File: config.mk
export PLATFORM = sky130hd
export DESIGN_NAME = serial_mag_comp
export DESIGN_NICKNAME = d
export VERILOG_FILES = /design/src/rtl/serial_mag_comp.sv
export SDC_FILE = /design/constraint.sdc
export NUM_CORES = 1
export LEC_CHECK = 0
export ABC_AREA = 1
export BUFFER_PORTS_ARGS = -buffer_cell sky130_fd_sc_hd__buf_2
export CAP_MARGIN = 10
export CORE_AREA = 3 3 61 63
export DETAILED_ROUTE_END_ITERATION = 10
export DIE_AREA = 0 0 64 66
export GPL_ROUTABILITY_DRIVEN = 0
export MAX_ROUTING_LAYER = met4
export PLACE_DENSITY_LB_ADDON = 0.1
export REMOVE_ABC_BUFFERS = 1
export SYNTH_ARGS = -nofsm -noshare
export SYNTH_HDL_FRONTEND = slang
export SYNTH_SLANG_ARGS = --single-unit
File: constraint.sdc
create_clock -name clk -period 2.12 [get_ports clk]
set_clock_uncertainty 0.15 [all_clocks]
set_input_delay 0.212 -clock clk [delete_from_list [all_inputs] [get_ports clk]]
set_output_delay 0.212 -clock clk [all_outputs]
set_load 0.05 [all_outputs]
File: src/rtl/serial_mag_comp.sv
// -----------------------------------------------------------------------------
// serial_mag_comp
//
// Sequential magnitude comparator for two WIDTH-bit operands. The operands are
// latched on the accepting edge and compared MSB-first, DIGIT bits per clock,
// using an L/E/G cascade. The run stops on the first unequal digit, or after
// NDIG = WIDTH/DIGIT steps when the operands are equal.
//
// Optional build feature:
//   SERIAL_MAG_COMP_SIGNED_EN - adds the sgn input. When the latched sgn is 1,
//   the operands are compared as two's complement by inverting the MSB of both
//   latched operands (offset-binary). Undefined: unsigned comparison only.
//
// Parameters:
//   WIDTH  operand width in bits (>= 1)
//   DIGIT  bits compared per clock (>= 1, must divide WIDTH)
//
// Ports:
//   clk    in   1      rising-edge clock
//   reset  in   1      asynchronous, active-high reset
//   start  in   1      request, sampled only while idle
//   sgn    in   1      signed compare select (SERIAL_MAG_COMP_SIGNED_EN only)
//   A      in   WIDTH  operand A, sampled on the accepting edge
//   B      in   WIDTH  operand B, sampled on the accepting edge
//   busy   out  1      comparison in progress
//   done   out  1      one-cycle pulse, L/E/G valid from this cycle
//   L      out  1      A <  B (held until the next finish or reset)
//   E      out  1      A == B (held until the next finish or reset)
//   G      out  1      A >  B (held until the next finish or reset)
// -----------------------------------------------------------------------------
module serial_mag_comp #(
    parameter int WIDTH = 8,
    parameter int DIGIT = 1
) (
    input  logic             clk,
    input  logic             reset,
    input  logic             start,
`ifdef SERIAL_MAG_COMP_SIGNED_EN
    input  logic             sgn,
`endif
    input  logic [WIDTH-1:0] A,
    input  logic [WIDTH-1:0] B,
    output logic             busy,
    output logic             done,
    output logic             L,
    output logic             E,
    output logic             G
);

    // Guarded so that a bad DIGIT reaches the elaboration error below
    // instead of a divide-by-zero inside the localparam.
    localparam int NDIG  = (DIGIT >= 1) ? (WIDTH / DIGIT) : 1;
    localparam int CNT_W = (NDIG > 1) ? $clog2(NDIG) : 1;
    localparam logic [CNT_W-1:0] LAST_CNT = CNT_W'(NDIG - 1);
    localparam logic [CNT_W-1:0] CNT_ONE  = CNT_W'(1);

    generate
        if (WIDTH < 1) begin : g_bad_width
            $error("serial_mag_comp: WIDTH must be >= 1");
        end
        if (DIGIT < 1) begin : g_bad_digit
            $error("serial_mag_comp: DIGIT must be >= 1");
        end else if ((WIDTH % DIGIT) != 0) begin : g_bad_divide
            $error("serial_mag_comp: DIGIT must divide WIDTH");
        end
    endgenerate

    typedef enum logic [0:0] {
        ST_IDLE = 1'b0,
        ST_RUN  = 1'b1
    } state_t;

    // Flip the MSB when comparing signed values: two's complement then orders
    // correctly under a plain unsigned compare.
    function automatic logic [WIDTH-1:0] offset_bin(input logic [WIDTH-1:0] v,
                                                    input logic             s);
        logic [WIDTH-1:0] r;
        r            = v;
        r[WIDTH-1]   = v[WIDTH-1] ^ s;
        return r;
    endfunction

    state_t           state_r;
    state_t           state_n;

    logic [WIDTH-1:0] sa_r;
    logic [WIDTH-1:0] sb_r;
    logic [WIDTH-1:0] sa_n;
    logic [WIDTH-1:0] sb_n;
    logic [CNT_W-1:0] cnt_r;
    logic [CNT_W-1:0] cnt_n;

    // Running cascade for the current comparison.
    logic             lc_r;
    logic             ec_r;
    logic             gc_r;
    logic             lc_n;
    logic             ec_n;
    logic             gc_n;

    // Registered outputs.
    logic             busy_r;
    logic             done_r;
    logic             l_r;
    logic             e_r;
    logic             g_r;
    logic             busy_n;
    logic             done_n;
    logic             l_n;
    logic             e_n;
    logic             g_n;

    logic             sgn_s;
    logic [DIGIT-1:0] da_s;
    logic [DIGIT-1:0] db_s;
    logic             dig_lt_s;
    logic             dig_gt_s;
    logic             step_lc_s;
    logic             step_ec_s;
    logic             step_gc_s;
    logic             accept_s;
    logic             finish_s;

`ifdef SERIAL_MAG_COMP_SIGNED_EN
    assign sgn_s = sgn;
`else
    assign sgn_s = 1'b0;
`endif

    // Digit under test is always the top DIGIT bits; the registers shift left.
    assign da_s     = sa_r[WIDTH-1 -: DIGIT];
    assign db_s     = sb_r[WIDTH-1 -: DIGIT];
    assign dig_lt_s = (da_s < db_s);
    assign dig_gt_s = (da_s > db_s);

    // Cascade after the current step. Once Ec drops the run finishes, so
    // later digits never get a chance to override an earlier decision.
    assign step_lc_s = lc_r | (ec_r & dig_lt_s);
    assign step_gc_s = gc_r | (ec_r & dig_gt_s);
    assign step_ec_s = ec_r & ~(dig_lt_s | dig_gt_s);

    assign accept_s = (state_r == ST_IDLE) & start;
    assign finish_s = (state_r == ST_RUN) &
                      (dig_lt_s | dig_gt_s | (cnt_r == LAST_CNT));

    // State register.
    always_ff @(posedge clk or posedge reset) begin
        if (reset) begin
            state_r <= ST_IDLE;
        end else begin
            state_r <= state_n;
        end
    end

    // Next-state logic: idle until start, run until a decision or the last digit.
    always_comb begin
        state_n = state_r;
        case (state_r)
            ST_IDLE: begin
                if (start) begin
                    state_n = ST_RUN;
                end else begin
                    state_n = ST_IDLE;
                end
            end
            ST_RUN: begin
                if (finish_s) begin
                    state_n = ST_IDLE;
                end else begin
                    state_n = ST_RUN;
                end
            end
            default: begin
                state_n = ST_IDLE;
            end
        endcase
    end

    // Output/datapath logic: next values for the shift registers, counter,
    // cascade and the registered outputs.
    always_comb begin
        sa_n   = sa_r;
        sb_n   = sb_r;
        cnt_n  = cnt_r;
        lc_n   = lc_r;
        ec_n   = ec_r;
        gc_n   = gc_r;
        busy_n = busy_r;
        done_n = 1'b0;
        l_n    = l_r;
        e_n    = e_r;
        g_n    = g_r;
        case (state_r)
            ST_IDLE: begin
                if (accept_s) begin
                    sa_n   = offset_bin(A, sgn_s);
                    sb_n   = offset_bin(B, sgn_s);
                    cnt_n  = {CNT_W{1'b0}};
                    lc_n   = 1'b0;
                    ec_n   = 1'b1;
                    gc_n   = 1'b0;
                    busy_n = 1'b1;
                end else begin
                    busy_n = 1'b0;
                end
            end
            ST_RUN: begin
                sa_n = sa_r << DIGIT;
                sb_n = sb_r << DIGIT;
                lc_n = step_lc_s;
                ec_n = step_ec_s;
                gc_n = step_gc_s;
                if (finish_s) begin
                    cnt_n  = {CNT_W{1'b0}};
                    busy_n = 1'b0;
                    done_n = 1'b1;
                    l_n    = step_lc_s;
                    e_n    = step_ec_s;
                    g_n    = step_gc_s;
                end else begin
                    cnt_n  = cnt_r + CNT_ONE;
                    busy_n = 1'b1;
                end
            end
            default: begin
                busy_n = 1'b0;
            end
        endcase
    end

    // Datapath and output registers; reset leaves L/E/G all zero ("no result").
    always_ff @(posedge clk or posedge reset) begin
        if (reset) begin
            sa_r   <= {WIDTH{1'b0}};
            sb_r   <= {WIDTH{1'b0}};
            cnt_r  <= {CNT_W{1'b0}};
            lc_r   <= 1'b0;
            ec_r   <= 1'b0;
            gc_r   <= 1'b0;
            busy_r <= 1'b0;
            done_r <= 1'b0;
            l_r    <= 1'b0;
            e_r    <= 1'b0;
            g_r    <= 1'b0;
        end else begin
            sa_r   <= sa_n;
            sb_r   <= sb_n;
            cnt_r  <= cnt_n;
            lc_r   <= lc_n;
            ec_r   <= ec_n;
            gc_r   <= gc_n;
            busy_r <= busy_n;
            done_r <= done_n;
            l_r    <= l_n;
            e_r    <= e_n;
            g_r    <= g_n;
        end
    end

    assign busy = busy_r;
    assign done = done_r;
    assign L    = l_r;
    assign E    = e_r;
    assign G    = g_r;

endmodule

== Word level (Yosys, flattened, before mapping) ==
Index checks and enable logic that the tools add are counted.

* Word-level logic and storage cells: 48
* Output and inout bits: 5
* Bits of input ports: 19
* Flip-flop bits (word level): 28

* $lt $le $gt $ge: 2
* Muxes and demuxes: 19
* Bitwise operators: 11
* Reduce and logical (&&, ||, !) cells: 1
* Equal/unequal tests: 2
* $add $sub $neg: 1

{| class="wikitable"
|+ Operator list
! kind !! number
|-
| 8-bit one-hot mux with 2 select lines || 2
|-
| 8-bit 2-to-1 mux || 2
|-
| 1-bit one-hot mux with 2 select lines || 5
|-
| 1-bit 2-to-1 mux || 7
|-
| 3-bit 2-to-1 mux || 2
|-
| 3-bit one-hot mux with 2 select lines || 1
|-
| 1-bit AND || 5
|-
| 1-bit OR || 4
|-
| 3-bit by 1-bit adder with 3-bit output, second input constant || 1
|-
| 3-bit equality test, second input constant || 1
|-
| 2-bit != test, second input constant || 1
|-
| 1-bit NOT || 2
|-
| 2-bit AND reduction || 1
|-
| 1-bit > comparator || 1
|-
| 1-bit < comparator || 1
|}

== Longest topological paths before layout ==
* Word-level depth: 6
* Gate-level depth with buffers: 7
* Mapped depth without buffers: 7

== Worst setup path before layout ==
No wires, ideal clock.

* Path kind: flip-flop to flip-flop
* Start: register, netlist name busy
* End: register sb_r[4]
* Clock period less this slack: 1.424 ns
* Stages on the path, launching flop included: 5
* Library setup time: 0.124 ns
* Path buffers: 1
* Setup slack: 0.696 ns
* Arrival time: 1.150 ns
* Required time: 1.846 ns
* Path through: dfrtp_1 -> inv_2 -> buf_4 -> nand3_1 -> nand3_1

{| class="wikitable"
|+ RTL lines
! item !! line !! text
|-
| to (signal assigned) || 235 || <nowiki>sb_r <= {WIDTH{1'b0}};</nowiki>
|-
| to (signal assigned) || 247 || <nowiki>sb_r <= sb_n;</nowiki>
|-
| to (decl) || 87 || <nowiki>logic [WIDTH-1:0] sb_r;</nowiki>
|}

== Final worst setup path ==
* Start: register busy_r, in the netlist busy
* End: output port busy

{| class="wikitable"
|+ RTL lines
! item !! line !! text
|-
| from (decl) || 102 || <nowiki>logic busy_r;</nowiki>
|-
| from (signal assigned) || 252 || <nowiki>busy_r <= busy_n;</nowiki>
|-
| to (decl) || 43 || <nowiki>output logic busy,</nowiki>
|}

No word-level cell between the ends.

==> metrics.txt <==
drt via density=roughly 4.5; Synth Register Bits=27; Core Region=0.00328 mm²; final instance area=between 0.0015 and 0.002 mm²; routed length on met1=between 1 and 1.5 mm; met2 WL post-DR=between 1 and 1.5 mm; final hold vios=0; maxcap violations=0; Leak=~0.82 nW; uppermost layer routed=met4; drt pass-1 iters=4; CTS root buf=clkbuf_4; Worst R2R Start=cnt_r[0]; minimum clock period=around 1.7 ns; Final Max Slew Viols=0; TritonCTS Buffers=3; Ys Warns=0; crit end category=output pin; Yosys top cell area share=a little under three fifths; Area Overhead vs Synth=28.2%; FF-to-FF path depth=7; grt total ovfl=0; largest net degree at the start of global routing=28; Post-Synth XOR/XNOR Area=0%; outcome=complete, no violations; P per Cell Area=1160 mW/mm²; RSZ-0062 raised after global routing=false; Final Setup Violations=0; Post CTS Setup Buffer Count=0; I/O Buffers=23; Seq/Total Area, Yosys=55.2%; hold_ws=approximately 0.15 ns; HP Class=in -> reg; Hold Path Depth=3; Placed Cells=207; RR Endpoint=G; fraction of synthesized area in multiplexers=0%; Worst-Skew Late Latency=roughly 0.33 ns; Avg Inst Size Synth=between 8 and 9 µm²; fmax=roughly 600 MHz; Nets=roughly 210; final WL=approximately 2.4 mm; DRC=0; Fin Setup TNS=0 ns; Crit path arrival time=around 1.3 ns; vias in the first global route=roughly 1000; vias=just over 1000; simple logic cell fraction of the synthesized area=slightly above 30%; post_cts resized=0; layout cells sized above 1=about 19%; initial antenna violation count=0; ANT cells=0; die width=64 µm; adder-cell share of the synthesized area=4.09%; post-route ant nets=0; worst slew pin tran=0.384 ns; area post-placement=0.00137 mm²; met3 WL=between 80 and 90 µm; main combinational cell family by area after synthesis=simple AND/OR/NAND/NOR gates; most common cell after layout, fill and taps aside=nand2_1; Detailed Place HPWL=between 1.5 and 2 mm; cells after synthesis=142; area of the mapped netlist=0.00122 mm²; die span in y=~66 µm; fin crit share=~80%; hold_sp=start; Fillers=approximately 330; clk slew on worst S/H paths=0.15 ns; starting density of the core=37.3%; FF-to-FF setup slack=0.70 ns; most frequent cells in the layout=nand2_1 (52), nand3_1 (33), dfrtp_1 (27); compound-gate portion of the synthesized area=under 10%; VDD IR max=between 0.0006 and 0.0007 V; Total Routing Usage GR=13.4%; Synth cell types=13; crit path from=busy; critical path type=reg -> out; post-synth top area cell=dfrtp_1; FP Rows=21; clock sink total=27; initial DRC count=38; maximum fanout along the worst path=23; final std cells w/o fill=roughly 230; Max clock buf depth=2; IO Count=24; Avg WL per Cell=roughly 11 µm; CTS tree=done; sink of the worst hold path=ec_r; CP Launch Type=flop; Synth area leaders=dfrtp_1 (55%), nand2_1 (16%), nand3_1 (13%); Die Area=about 0.0042 mm²; first-pass GRT wire length=approximately 4.4 mm; Data required, critical path=1.76 ns; htree depth=1; Slew HR=roughly 74%
cells by family (layout without fill, tap and decap cells):
group	Yosys count	count (layout)
AOI/OAI and AO/OA	6	6
adders and majority gates	4	4
buffers and inverters	18	58
DFF	27	27
and+or+nand+nor	87	87
critical path, cell delays in order, from the launching register on:
cell and delay (ns):
dfrtp_1 0.40, buf_4 0.28, buf_2 0.31
power breakdown:
| group | leakage [nW] | internal (mW) | total (mW) | switching, mW |
|---|---|---|---|---|
| registers | 0.345 | 0.718 | 0.826 | 0.108 |
| logic | 0.458 | 0.258 | 0.779 | 0.521 |
| clock network | 0.0177 | 0.0707 | 0.224 | 0.153 |
| total | 0.821 | 1.05 | 1.83 | 0.782 |
sequential cells by signal, summed over array words and instances, names as in the netlist:
signal,cells
gc_r,1
G,1
sb_r,8
ec_r,1
L,1
cnt_r,3
sa_r,8
done,1
busy,1
lc_r,1
E,1
layout make-up:
type | count | area (µm²) | area share [%]
repair buffers | 43 | 308 | 19.6
flip-flops and latches | 27 | 676 | 43.0
multi-input cells | 97 | 460 | 29.3
inverters | 11 | 41.3 | 2.63
clock buffers | 3 | 22.5 | 1.43
well taps | 46 | 57.6 | 3.67
clock inverters | 1 | 5.00 | 0.319
through the flow:
stage / power [mW] / utilization (%) / setup WS [ns]
floorplan: 1.39 / - / 0.361
global placement: 1.59 / 41.8 / 0.739
detailed placement: 1.60 / 41.8 / 0.675
CTS: 1.86 / 47.8 / 0.434
global route: 2.01 / 47.8 / 0.381
finish: 1.83 / 47.8 / 0.445
how the worst max path moves through the flow:
stage           end  slack, ns  cells after the start
2_1_floorplan  ec_r       0.36                      3
3_3_place_gp      L       0.74                      7
3_5_place_dp   lc_r       0.68                      5
4_1_cts        busy       0.43                      2
5_1_grt        busy       0.38                      2
6_report       busy       0.45                      2
layer usage:
metal | track usage, % | vias up
met1 | 15.5 | 479
met3 | 3.57 | 2
met5 | - | -
li1 | - | 538
met4 | 2.43 | 0
met2 | 23.5 | 18
cells in the mapped netlist, drive strengths merged:
library cell	n
buf	7
dfrtp	27
ha	4
inv	11
nand2	52
nand3	33
nand4	1
nor2	1
o21ai	6
repair_timing:
item | in CTS | in global routing
endpoints found under the hold margin | 43 | 0
hold buffers | 17 | 0
endpoints found under the setup margin | 0 | 0
Note: power is estimated with default switching activity, not from simulation.
